File: src/rtl/entry_cfg_if.sv
// Host request/response and per-entry config bus bundled for the entry config initiator.
// master is the initiator's view; slave is the host plus entry-array view.
interface entry_cfg_if #(
  parameter int ENTRY_NUM = 16
);
  logic                    req_valid;
  logic                    req_ready;
  logic                    req_wr_rd;
  logic [7:0]              req_entry;
  logic [5:0]              req_addr;
  logic [31:0]             req_wdata;
  logic                    resp_valid;
  logic                    resp_ready;
  logic [31:0]             resp_rdata;
  logic [1:0]              resp_err;
  logic [ENTRY_NUM-1:0]    cfg_cs_n;
  logic                    cfg_wr_rd;
  logic [5:0]              cfg_addr;
  logic [31:0]             cfg_wdata;
  logic [ENTRY_NUM-1:0]    cfg_ack_n;
  logic [32*ENTRY_NUM-1:0] cfg_rdata;

  modport master (
    input  req_valid, req_wr_rd, req_entry, req_addr, req_wdata, resp_ready,
           cfg_ack_n, cfg_rdata,
    output req_ready, resp_valid, resp_rdata, resp_err,
           cfg_cs_n, cfg_wr_rd, cfg_addr, cfg_wdata
  );

  modport slave (
    output req_valid, req_wr_rd, req_entry, req_addr, req_wdata, resp_ready,
           cfg_ack_n, cfg_rdata,
    input  req_ready, resp_valid, resp_rdata, resp_err,
           cfg_cs_n, cfg_wr_rd, cfg_addr, cfg_wdata
  );
endinterface

File: src/rtl/entry_cfg_master.sv
// Config bus initiator: takes one host request, runs a 4-phase cs_n/ack_n handshake
// with the addressed entry block and returns read data or an error status.
module entry_cfg_master #(
  parameter int ENTRY_NUM   = 16,
  parameter int TIMEOUT_CYC = 255
) (
  input  logic        clk,
  input  logic        rst_n,
  entry_cfg_if.master bus
);
  localparam int SEL_W = (ENTRY_NUM > 1) ? $clog2(ENTRY_NUM) : 1;
  localparam int TMR_W = $clog2(TIMEOUT_CYC);
  localparam logic [TMR_W-1:0] TMR_LAST = TMR_W'(TIMEOUT_CYC - 1);

  localparam logic [1:0] ERR_OK    = 2'd0;
  localparam logic [1:0] ERR_ENTRY = 2'd1;
  localparam logic [1:0] ERR_ACK   = 2'd2;
  localparam logic [1:0] ERR_REL   = 2'd3;

  typedef enum logic [1:0] {
    IDLE_S = 2'd0,
    REQ_S  = 2'd1,
    REL_S  = 2'd2,
    RESP_S = 2'd3
  } state_t;

  state_t               state, state_nxt;
  logic [SEL_W-1:0]     sel, sel_nxt;
  logic [TMR_W-1:0]     timer, timer_nxt;
  logic [ENTRY_NUM-1:0] cs_n, cs_n_nxt;
  logic                 wr_rd, wr_rd_nxt;
  logic [5:0]           addr, addr_nxt;
  logic [31:0]          wdata, wdata_nxt;
  logic                 req_ready, req_ready_nxt;
  logic                 resp_valid, resp_valid_nxt;
  logic [31:0]          resp_rdata, resp_rdata_nxt;
  logic [1:0]           resp_err, resp_err_nxt;

  logic                 ack_sel;
  logic [31:0]          rdata_sel;
  logic                 entry_ok;

  // Only the latched entry's lane is ever looked at.
  always_comb begin
    ack_sel   = 1'b1;
    rdata_sel = '0;
    for (int i = 0; i < ENTRY_NUM; i++) begin
      if (sel == SEL_W'(i)) begin
        ack_sel   = bus.cfg_ack_n[i];
        rdata_sel = bus.cfg_rdata[32*i +: 32];
      end
    end
  end

  assign entry_ok = ({1'b0, bus.req_entry} < 9'(ENTRY_NUM));

  always_comb begin
    state_nxt      = state;
    sel_nxt        = sel;
    timer_nxt      = timer;
    cs_n_nxt       = cs_n;
    wr_rd_nxt      = wr_rd;
    addr_nxt       = addr;
    wdata_nxt      = wdata;
    resp_valid_nxt = resp_valid;
    resp_rdata_nxt = resp_rdata;
    resp_err_nxt   = resp_err;

    case (state)
      IDLE_S: begin
        if (bus.req_valid && req_ready) begin
          wr_rd_nxt = bus.req_wr_rd;
          addr_nxt  = bus.req_addr;
          wdata_nxt = bus.req_wdata;
          sel_nxt   = bus.req_entry[SEL_W-1:0];
          if (!entry_ok) begin
            resp_err_nxt   = ERR_ENTRY;
            resp_rdata_nxt = '0;
            resp_valid_nxt = 1'b1;
            state_nxt      = RESP_S;
          end else begin
            for (int i = 0; i < ENTRY_NUM; i++) begin
              cs_n_nxt[i] = (bus.req_entry != 8'(i));
            end
            resp_err_nxt = ERR_OK;
            timer_nxt    = '0;
            state_nxt    = REQ_S;
          end
        end
      end

      REQ_S: begin
        timer_nxt = timer + 1'b1;
        // A late ack that lands on the expiry cycle still counts as success.
        if (!ack_sel) begin
          resp_rdata_nxt = wr_rd ? rdata_sel : 32'd0;
          cs_n_nxt       = '1;
          timer_nxt      = '0;
          state_nxt      = REL_S;
        end else if (timer == TMR_LAST) begin
          resp_err_nxt   = ERR_ACK;
          resp_rdata_nxt = '0;
          cs_n_nxt       = '1;
          timer_nxt      = '0;
          state_nxt      = REL_S;
        end
      end

      REL_S: begin
        timer_nxt = timer + 1'b1;
        if (ack_sel) begin
          resp_valid_nxt = 1'b1;
          timer_nxt      = '0;
          state_nxt      = RESP_S;
        end else if (timer == TMR_LAST) begin
          if (resp_err != ERR_ACK) begin
            resp_err_nxt   = ERR_REL;
            resp_rdata_nxt = '0;
          end
          resp_valid_nxt = 1'b1;
          timer_nxt      = '0;
          state_nxt      = RESP_S;
        end
      end

      RESP_S: begin
        if (bus.resp_ready) begin
          resp_valid_nxt = 1'b0;
          resp_rdata_nxt = '0;
          resp_err_nxt   = ERR_OK;
          state_nxt      = IDLE_S;
        end
      end

      default: state_nxt = IDLE_S;
    endcase

    req_ready_nxt = (state_nxt == IDLE_S);
  end

  always_ff @(posedge clk or negedge rst_n) begin
    if (!rst_n) begin
      state      <= IDLE_S;
      sel        <= '0;
      timer      <= '0;
      cs_n       <= '1;
      wr_rd      <= 1'b0;
      addr       <= '0;
      wdata      <= '0;
      req_ready  <= 1'b0;
      resp_valid <= 1'b0;
      resp_rdata <= '0;
      resp_err   <= ERR_OK;
    end else begin
      state      <= state_nxt;
      sel        <= sel_nxt;
      timer      <= timer_nxt;
      cs_n       <= cs_n_nxt;
      wr_rd      <= wr_rd_nxt;
      addr       <= addr_nxt;
      wdata      <= wdata_nxt;
      req_ready  <= req_ready_nxt;
      resp_valid <= resp_valid_nxt;
      resp_rdata <= resp_rdata_nxt;
      resp_err   <= resp_err_nxt;
    end
  end

  assign bus.cfg_cs_n   = cs_n;
  assign bus.cfg_wr_rd  = wr_rd;
  assign bus.cfg_addr   = addr;
  assign bus.cfg_wdata  = wdata;
  assign bus.req_ready  = req_ready;
  assign bus.resp_valid = resp_valid;
  assign bus.resp_rdata = resp_rdata;
  assign bus.resp_err   = resp_err;
endmodule

File: src/flat_wrapper.sv
// flat-port wrapper written by rule: the top's interface ports become plain ports
module entry_cfg_master_flat 
#(
  parameter int ENTRY_NUM   = 16,
  parameter int TIMEOUT_CYC = 255
)
  (clk, rst_n, bus_req_valid, bus_req_wr_rd, bus_req_entry, bus_req_addr, bus_req_wdata, bus_resp_ready, bus_cfg_ack_n, bus_cfg_rdata, bus_req_ready, bus_resp_valid, bus_resp_rdata, bus_resp_err, bus_cfg_cs_n, bus_cfg_wr_rd, bus_cfg_addr, bus_cfg_wdata);
  entry_cfg_if #(.ENTRY_NUM(ENTRY_NUM)) bus_i ();
  input  logic clk;
  input  logic rst_n;
  input wire logic [$bits(bus_i.req_valid)-1:0] bus_req_valid;
  input wire logic [$bits(bus_i.req_wr_rd)-1:0] bus_req_wr_rd;
  input wire logic [$bits(bus_i.req_entry)-1:0] bus_req_entry;
  input wire logic [$bits(bus_i.req_addr)-1:0] bus_req_addr;
  input wire logic [$bits(bus_i.req_wdata)-1:0] bus_req_wdata;
  input wire logic [$bits(bus_i.resp_ready)-1:0] bus_resp_ready;
  input wire logic [$bits(bus_i.cfg_ack_n)-1:0] bus_cfg_ack_n;
  input wire logic [$bits(bus_i.cfg_rdata)-1:0] bus_cfg_rdata;
  output wire logic [$bits(bus_i.req_ready)-1:0] bus_req_ready;
  output wire logic [$bits(bus_i.resp_valid)-1:0] bus_resp_valid;
  output wire logic [$bits(bus_i.resp_rdata)-1:0] bus_resp_rdata;
  output wire logic [$bits(bus_i.resp_err)-1:0] bus_resp_err;
  output wire logic [$bits(bus_i.cfg_cs_n)-1:0] bus_cfg_cs_n;
  output wire logic [$bits(bus_i.cfg_wr_rd)-1:0] bus_cfg_wr_rd;
  output wire logic [$bits(bus_i.cfg_addr)-1:0] bus_cfg_addr;
  output wire logic [$bits(bus_i.cfg_wdata)-1:0] bus_cfg_wdata;
  assign bus_i.req_valid = bus_req_valid;
  assign bus_i.req_wr_rd = bus_req_wr_rd;
  assign bus_i.req_entry = bus_req_entry;
  assign bus_i.req_addr = bus_req_addr;
  assign bus_i.req_wdata = bus_req_wdata;
  assign bus_i.resp_ready = bus_resp_ready;
  assign bus_i.cfg_ack_n = bus_cfg_ack_n;
  assign bus_i.cfg_rdata = bus_cfg_rdata;
  assign bus_req_ready = bus_i.req_ready;
  assign bus_resp_valid = bus_i.resp_valid;
  assign bus_resp_rdata = bus_i.resp_rdata;
  assign bus_resp_err = bus_i.resp_err;
  assign bus_cfg_cs_n = bus_i.cfg_cs_n;
  assign bus_cfg_wr_rd = bus_i.cfg_wr_rd;
  assign bus_cfg_addr = bus_i.cfg_addr;
  assign bus_cfg_wdata = bus_i.cfg_wdata;
  entry_cfg_master #(.ENTRY_NUM(ENTRY_NUM), .TIMEOUT_CYC(TIMEOUT_CYC)) u_core (.clk(clk), .rst_n(rst_n), .bus(bus_i));
endmodule
File: config.mk
export PLATFORM = sky130hd
export DESIGN_NAME = entry_cfg_master_flat
export DESIGN_NICKNAME = d
export VERILOG_FILES = /design/src/rtl/entry_cfg_if.sv /design/src/rtl/entry_cfg_master.sv /design/src/flat_wrapper.sv
export SDC_FILE = /design/constraint.sdc
export NUM_CORES = 1
export LEC_CHECK = 0
export CAP_MARGIN = 5
export CORE_AREA = 2 2 260 262
export CTS_BUF_LIST = sky130_fd_sc_hd__clkbuf_4
export CTS_CLUSTER_DIAMETER = 200
export CTS_CLUSTER_SIZE = 14
export DETAILED_ROUTE_END_ITERATION = 10
export DIE_AREA = 0 0 262 264
export PLACE_DENSITY = 0.36
export SYNTH_ARGS = -nofsm -noshare
export SYNTH_HDL_FRONTEND = slang
export SYNTH_SLANG_ARGS = --single-unit
File: constraint.sdc
create_clock -name clk -period 3.9 [get_ports clk]
set_input_delay 0.78 -clock clk [delete_from_list [all_inputs] [get_ports clk]]
set_output_delay 0.78 -clock clk [all_outputs]
set_load 0.005 [all_outputs]
==> summary.txt, run 1 <==
static leakage: 0.006433 uW
met2 usage: 40.72%
Layout Nets: 2356
die height: 264 um
critical-path maximum fanout: 62
pwr/cell area: 589.7 mW/mm2
R2R depth: 7
H-tree lvl count: 3
Slowest-stage cell, CP: dfrtp_4
CP Launch Type: flop
synth unique cells: 70
final hold violation count: 0
crit path launch: u_core.sel[0]
largest net degree at the start of global routing: 69
outcome: complete, no violations
TritonCTS Buffers: 9
fmax: 0.2931 GHz
met3 usage: 5.575%
Layout area overhead: 84.13%
most common cell after layout, fill and taps aside: clkdlybuf4s50_1
clk slew on worst S/H paths: 0.21 ns
Post-CTS Setup Bufs: 0
Gate power share: 75.8%
Critical R2R Launch: u_core.sel[0]
CTS tree: yes
cell count after synthesis: 1148
Slew HR: 15.30%
post-route ant nets: 0
crit-path cells: buf_12 > mux4_2 > a2111oi_0 > buf_4 > a221oi_1 > o21ai_0 > o21ai_0
ys flop type: dfrtp_1
# clock sinks: 105
post-synth top area cell: dfrtp_1
synthesized area: 0.009484 mm2
final worst path period need: 3.411 ns
net switching power: 5506 uW
async set or reset register ratio after synthesis: 100.0%
Critical Path Most Common Cell: o21ai_0
Crit path max-delay family: compound AO/OA/AOI/OAI gates
Final period util: 87.47%
row cnt: 95
Setup CP Type: reg2reg
syn nets: 1733
Worst path max stage delay: 0.80 ns
number of global-route vias before repair: 13040
EDFF count, synth: 0
Sw Share: 53.47%
GRT busiest layer: met2
CTS Hold Buffers Added: 0
CP Buf/Inv Count: 2
router iterations before antenna repair: 5
Root Driver: clkbuf_4
I/O Pins: 670
Mean Syn Cell Area: 8.261 um2
most frequent cells in the layout: clkdlybuf4s50_1, nor2_1, o21ai_0
RSZ-0062 raised after global routing: false
Clock Path Buffers: 2
Overflow after GRT: 0
Synth top area share: 23.48%
r2r setup slk: 0.49 ns
hpwl dp: 66.38 mm
Final Skew: 0.02673 ns
Crit path depth: 7
initial antenna violation count: 41
CP Capture Type: flop
first-pass GRT wire length: 106.0 mm
setup_tns: 0 ns
Slew @ Worst Pin: 1.255 ns
DR WL/cell: 29.51 um
top cells by area, synth: dfrtp_1, mux2i_1, mux2_2, nor2_1, o21ai_0
max-slew violations: 0
worst skew pair latency: 0.56 ns
share of cells above drive strength 1: 10.92%
worst hold slack: 0.3212 ns
synth warn: 0
Die Area: 0.06917 mm2
Final setup viols: 0
I/O Buffers: 669
Yosys reg bits: 105
Seq/Total Area, Yosys: 27.92%
CP arrival: 3.86 ns
Die Wd: 262 um
Clk pwr share: 6.2%
Hold Crit Class: in2async
post-CTS resize count: 0
drc violations: 0
All-Layer GR Usage: 22.06%
Pint: 4792 uW
via count: 12200
max cap viols: 0
VDD IR-drop max: 0.0003581 V
Via density: 4.564
core area: 0.06656 mm2
number of DRC markers in iteration 0: 730
sequential fraction of design power: 18.0%
CP required: 4.35 ns
met1 Usage GRT: 24.83%
Routability Congestion: 0.9166
total wire length: 78.84 mm
Starting Density: 14.25%
layer usage:
metal	up-vias	wire length (um)	part of all wire (%)
li1	5665	-	-
met1	5962	30330	38
met2	464	41240	52
met3	81	5531	7.0
met4	24	1579	2.0
met5	-	155	0.20
cells in the mapped netlist, drive strengths merged (5+ instances only):
library cell,instances
ha,6
mux2i,76
nor3,17
dfstp,16
o21a,7
o32ai,10
a221oi,13
a21oi,89
buf,39
a22oi,27
o22ai,41
a31o,5
dfrtp,89
a211oi,24
or3,5
mux4,21
a31oi,11
o2bb2ai,7
nand3,42
clkbuf,69
o2111ai,5
nor2,138
nand4,6
o21ai,102
inv,21
a221o,18
nand2,70
nand2b,10
mux2,66
o31ai,14
o211ai,5
a22o,6
o221ai,11
nor2b,12
stage by stage:
step / cell area, um2 / std cells / utilization, % / setup WS, ns / power, uW
floorplan: 9484 / 1148 / - / 1.008 / 5854
global placement: 17260 / 2633 / 25.93 / 0.3214 / 9806
detailed placement: 17260 / 2633 / 25.93 / 0.2955 / 9808
CTS: 17410 / 2649 / 26.15 / 0.3751 / 10510
global route: 17450 / 2665 / 26.21 / 0.2987 / 11020
finish: 17460 / 2672 / 26.24 / 0.4887 / 10300
power by group through the flow:
stage	Sequential (uW)	Clock (uW)	Combinational [uW]
final	1860	637	7800
after global routing	1930	721	8370
after CTS	1880	684	7950
after floorplan	1640	0	4210
after detailed placement	1900	0	7910
after global placement	1890	0	7910
sequential cells by signal, summed over array words and instances, names as in the netlist:
name and cells:
u_core.bus.cfg_cs_n 16, u_core.bus.req_ready 1, u_core.timer 8, u_core.bus.resp_err 2, u_core.bus.cfg_wdata 32, u_core.state 2, u_core.bus.cfg_addr 6, u_core.bus.cfg_wr_rd 1
u_core.bus.resp_valid 1, u_core.sel 4, u_core.bus.resp_rdata 32
final cells by class:
type / instances / area, um2
timing repair buffer: 720 / 7114
fill: 7295 / 49100
multi-input combinational: 914 / 6314
clock buffer: 9 / 67.56
tap: 873 / 1092
sequential: 105 / 2660
antenna: 23 / 57.56
clock inverter: 7 / 78.83
inverter: 21 / 78.83
path summary, 6_finish.rpt:
path	endpoint
max	u_core.bus.resp_rdata[28]
min	u_core.bus.cfg_wdata[19]
max reg2reg	u_core.bus.resp_rdata[28]
min reg2reg	u_core.bus.cfg_cs_n[1]
max in group asynchronous	u_core.bus.cfg_wdata[10]
min in group clk	u_core.bus.cfg_cs_n[1]
cell families (layout without fill, tap and decap cells):
family | count (synthesis) | in the layout | share of synthesized area (%)
compound gates | 422 | 422 | 29.46
fa+ha+maj | 6 | 6 | 0.7915
buf+inv | 129 | 757 | 5.752
flops | 105 | 105 | 27.92
mux | 163 | 163 | 20.84
other cells | 0 | 23 | 0
simple gates | 323 | 323 | 15.24
Note: power is estimated with default switching activity, not from simulation.
==> inputs of run 2 (changes only) <==
CORE_AREA = 2 2 261 263   (was 2 2 260 262)
DIE_AREA = 0 0 263 265   (was 0 0 262 264)
clock period = 3.95 ns   (was 3.9 ns; I/O delays follow)
==> summary.txt, run 2 (same netlist as run 1, synthesis figures left out) <==
outcome: complete, no violations
Die Wd: 263 um
RSZ-0062 raised after global routing: false
sequential fraction of design power: 18.4%
static leakage: 0.006477 uW
drc violations: 0
# clock sinks: 105
Crit path max-delay family: flip-flops
cell area after layout: 0.01757 mm2
TritonCTS Buffers: 9
CP Capture Type: flop
largest net degree at the start of global routing: 73
Pint: 4800 uW
Sw Share: 53.34%
share of cells above drive strength 1: 11.36%
clk slew on worst S/H paths: 0.21 ns
post-CTS resize count: 0
Root Driver: clkbuf_4
row cnt: 95
VDD IR-drop max: 0.0002725 V
hpwl dp: 66.43 mm
Die Area: 0.06970 mm2
setup_tns: 0 ns
Final period util: 82.74%
via count: 12400
Worst path max stage delay: 0.82 ns
CP required: 4.41 ns
initial antenna violation count: 49
Layout area overhead: 85.22%
CTS Hold Buffers Added: 0
post-route ant nets: 0
CP arrival: 3.73 ns
Hold Crit Class: in2async
Critical R2R Launch: u_core.sel[0]
crit path launch: u_core.sel[0]
router iterations before antenna repair: 6
Final Skew: 0.02098 ns
Routability Congestion: 0.8890
Clock Path Buffers: 2
pwr/cell area: 585.6 mW/mm2
net switching power: 5487 uW
final hold violation count: 0
crit-path cells: buf_12 > mux2i_1 > a2bb2oi_1 > o221ai_2 > or3_1 > and2_4 > mux2_1
dpl cell area: 0.01734 mm2
Clk pwr share: 6.1%
most frequent cells in the layout: clkdlybuf4s50_1, nor2_1, o21ai_0
final core occ: 26.30%
worst skew pair latency: 0.57 ns
H-tree lvl count: 3
final worst path period need: 3.268 ns
worst hold slack: 0.3343 ns
fmax: 0.3060 GHz
CTS tree: yes
CP Launch Type: flop
Starting Density: 14.20%
Via density: 4.604
Overflow after GRT: 0
CP Buf/Inv Count: 1
Gate power share: 75.5%
Slew @ Worst Pin: 1.062 ns
Slowest-stage cell, CP: dfrtp_4
core area: 0.06680 mm2
All-Layer GR Usage: 22.00%
I/O Pins: 670
die height: 265 um
I/O Buffers: 669
Power Total: 10290 uW
DR WL/cell: 29.39 um
Post-CTS Setup Bufs: 0
total wire length: 79.13 mm
Setup CP Type: reg2reg
critical-path maximum fanout: 36
Layout Nets: 2367
most common cell after layout, fill and taps aside: clkdlybuf4s50_1
Final setup viols: 0
Slew HR: 29.18%
first-pass GRT wire length: 107.4 mm
number of DRC markers in iteration 0: 765
max cap viols: 0
max-slew violations: 0
number of global-route vias before repair: 13220
run 2: worst paths after layout:
| check | to | slack, ns | cells past startpoint |
|---|---|---|---|
| max reg2reg | u_core.bus.resp_rdata[5] | 0.68 | 7 |
| max in group asynchronous | u_core.bus.cfg_wdata[1] | 2.58 | 2 |
| min reg2reg | u_core.timer[6] | 0.51 | 1 |
| min | u_core.bus.cfg_wdata[16] | 0.33 | 1 |
| min in group clk | u_core.timer[6] | 0.51 | 1 |
| max | u_core.bus.resp_rdata[5] | 0.68 | 7 |
run 2: final cells by class:
class / instances / area (um2)
fillers: 7335 / 49230
repair buffers: 731 / 7197
multi-input cells: 914 / 6311
flip-flops and latches: 105 / 2660
well taps: 873 / 1092
clock inverters: 7 / 80.08
diodes: 32 / 80.08
inverters: 21 / 78.83
clock buffers: 9 / 67.56
run 2: stage by stage:
step | cells | setup slack, ns
after CTS | 2660 | 0.6329
final | 2692 | 0.6816
after global placement | 2644 | 0.4515
after floorplan | 1148 | 1.048
after global routing | 2683 | 0.5369
after detailed placement | 2644 | 0.4214
run 2: routing by layer:
metal	track usage, %	share of wire [%]	vias up
li1	-	-	5690
met1	24.12	38	6026
met2	39.59	52	556
met3	7.069	7.6	101
met4	7.876	2.7	22
met5	0.6237	0.17	-
run 2: power by group through the flow:
stage | registers (uW) | logic (uW) | clock network [uW]
finish | 1890 | 7760 | 632
global route | 1950 | 8350 | 729
CTS | 1910 | 7910 | 683
detailed placement | 1930 | 7870 | 0
global placement | 1920 | 7870 | 0
floorplan | 1620 | 4160 | 0
run 2: worst register-to-register path, stage by stage, from the launching register on:
cell       delay, ns
dfrtp_4         0.82
buf_12          0.33
mux2i_1         0.29
a2bb2oi_1       0.40
o221ai_2        0.20
or3_1           0.42
and2_4          0.30
mux2_1          0.40
==> inputs of run 3 (changes only) <==
CORE_AREA = 2 2 260 262   (was 2 2 261 263)
DIE_AREA = 0 0 262 264   (was 0 0 263 265)
clock period = 3.05 ns   (was 3.95 ns; I/O delays follow)
==> summary.txt, run 3 (same netlist as run 1, synthesis figures left out) <==
worst hold slack: 0.4927 ns
die height: 264 um
Die Wd: 262 um
outcome: complete, no violations
CP Capture Type: flop
core area: 0.06656 mm2
max cap viols: 0
cell area after layout: 0.01809 mm2
share of cells above drive strength 1: 14.28%
critical-path maximum fanout: 31
Routability Congestion: 0.8819
Final Skew: 0.03900 ns
Overflow after GRT: 0
Hold Crit Class: in2async
CP arrival: 3.40 ns
Highest Signal Layer: met5
Place WS: -0.1750 ns
VDD IR-drop max: 0.0002757 V
met2 wire len: 41.76 mm
most frequent cells in the layout: clkdlybuf4s50_1, nor2_1, buf_4
Starting Density: 14.25%
clk slew on worst S/H paths: 0.23 ns
I/O Buffers: 669
Final setup viols: 0
placed insts: 2696
CTS tree: yes
post-route ant nets: 0
Slew HR: 45.24%
Root Driver: clkbuf_4
dpl cell area: 0.01786 mm2
final hold violation count: 0
met3 wire length: 5.187 mm
Clock Path Buffers: 2
number of DRC markers in iteration 0: 757
most common cell after layout, fill and taps aside: clkdlybuf4s50_1
CP Launch Type: flop
wl on met1: 30.12 mm
Slew @ Worst Pin: 0.8206 ns
Setup CP Type: reg2reg
DR WL/cell: 28.73 um
Power Total: 14120 uW
via count: 12360
Final period util: 95.90%
pwr/cell area: 780.5 mW/mm2
total wire length: 78.40 mm
final worst setup slack: 0.1252 ns
Die Area: 0.06917 mm2
Layout Nets: 2422
worst skew pair latency: 0.58 ns
All-Layer GR Usage: 21.71%
I/O Pins: 670
hpwl dp: 66.87 mm
H-tree lvl count: 3
fmax: 0.3419 GHz
# clock sinks: 105
static leakage: 0.006801 uW
max-slew violations: 0
first-pass GRT wire length: 104.3 mm
initial antenna violation count: 33
router iterations before antenna repair: 5
number of global-route vias before repair: 13090
RSZ-0062 raised after global routing: true
drc violations: 0
non-filler cells, final: 2729
final worst path period need: 2.925 ns
CP required: 3.53 ns
Via density: 4.531
TritonCTS Buffers: 9
Layout area overhead: 90.73%
row cnt: 95
largest net degree at the start of global routing: 44
[run 3: changes by cell type in the layout (fill, tap and decap cells not counted), moves of 2 or more]
cell      previous run  this run
a211oi_1            24        22
a211oi_2             0         2
buf_12               3        13
buf_4               60       103
diode_2             32        14
o21ai_0            101        99
o21ai_1              1         3
[run 3: power by group]
part	switching [uW]	internal (uW)	total, uW
Combinational	6150	4910	11100
Sequential	384	1830	2220
Clock	632	208	840
Total	7170	6950	14100
[run 3: metrics by stage]
step / TNS (ns) / util (%)
global placement: -3.363 / 26.83
CTS: 0 / 27.10
finish: 0 / 27.17
global route: -0.04216 / 27.16
detailed placement: -3.107 / 26.83
floorplan: 0 / -
[run 3: layout make-up]
type	instances	area [um2]
clock inverters	7	83.83
multi-input cells	914	6334
repair buffers	786	7737
diodes	14	35.03
well taps	873	1092
inverters	21	78.83
fillers	7255	48480
flip-flops and latches	105	2660
clock buffers	9	67.56
[run 3: per-layer routing]
metal,GRT usage [%],up-vias
li1,-,5769
met1,24.27,6019
met2,41.30,482
met3,5.201,72
met4,4.062,22
met5,0,-
[run 3: path summary, 6_finish.rpt]
check	from	end	slack (ns)	cells after the start
max	u_core.sel[3]	u_core.bus.resp_rdata[0]	0.13	9
min	rst_n	u_core.bus.cfg_wdata[19]	0.49	2
max reg2reg	u_core.sel[3]	u_core.bus.resp_rdata[0]	0.13	9
min reg2reg	u_core.timer[6]	u_core.timer[6]	0.50	1
max in group asynchronous	rst_n	u_core.bus.cfg_wdata[11]	1.70	3
min in group clk	u_core.timer[6]	u_core.timer[6]	0.50	1
[run 3: what timing repair did]
action,CTS,global route
endpoints found under the hold margin,26,0
resized for setup,5,2
hold buffers,1,0
endpoints found under the setup margin,10,15
buffers inserted,1,1
[run 3: critical path, stage by stage, from the launching register on]
cell	delay [ns]
dfrtp_2	0.54
buf_12	0.20
inv_2	0.33
nand2_1	0.30
o22ai_1	0.29
a211oi_1	0.14
buf_4	0.17
a221oi_1	0.51
o21ai_0	0.15
o21ai_0	0.18
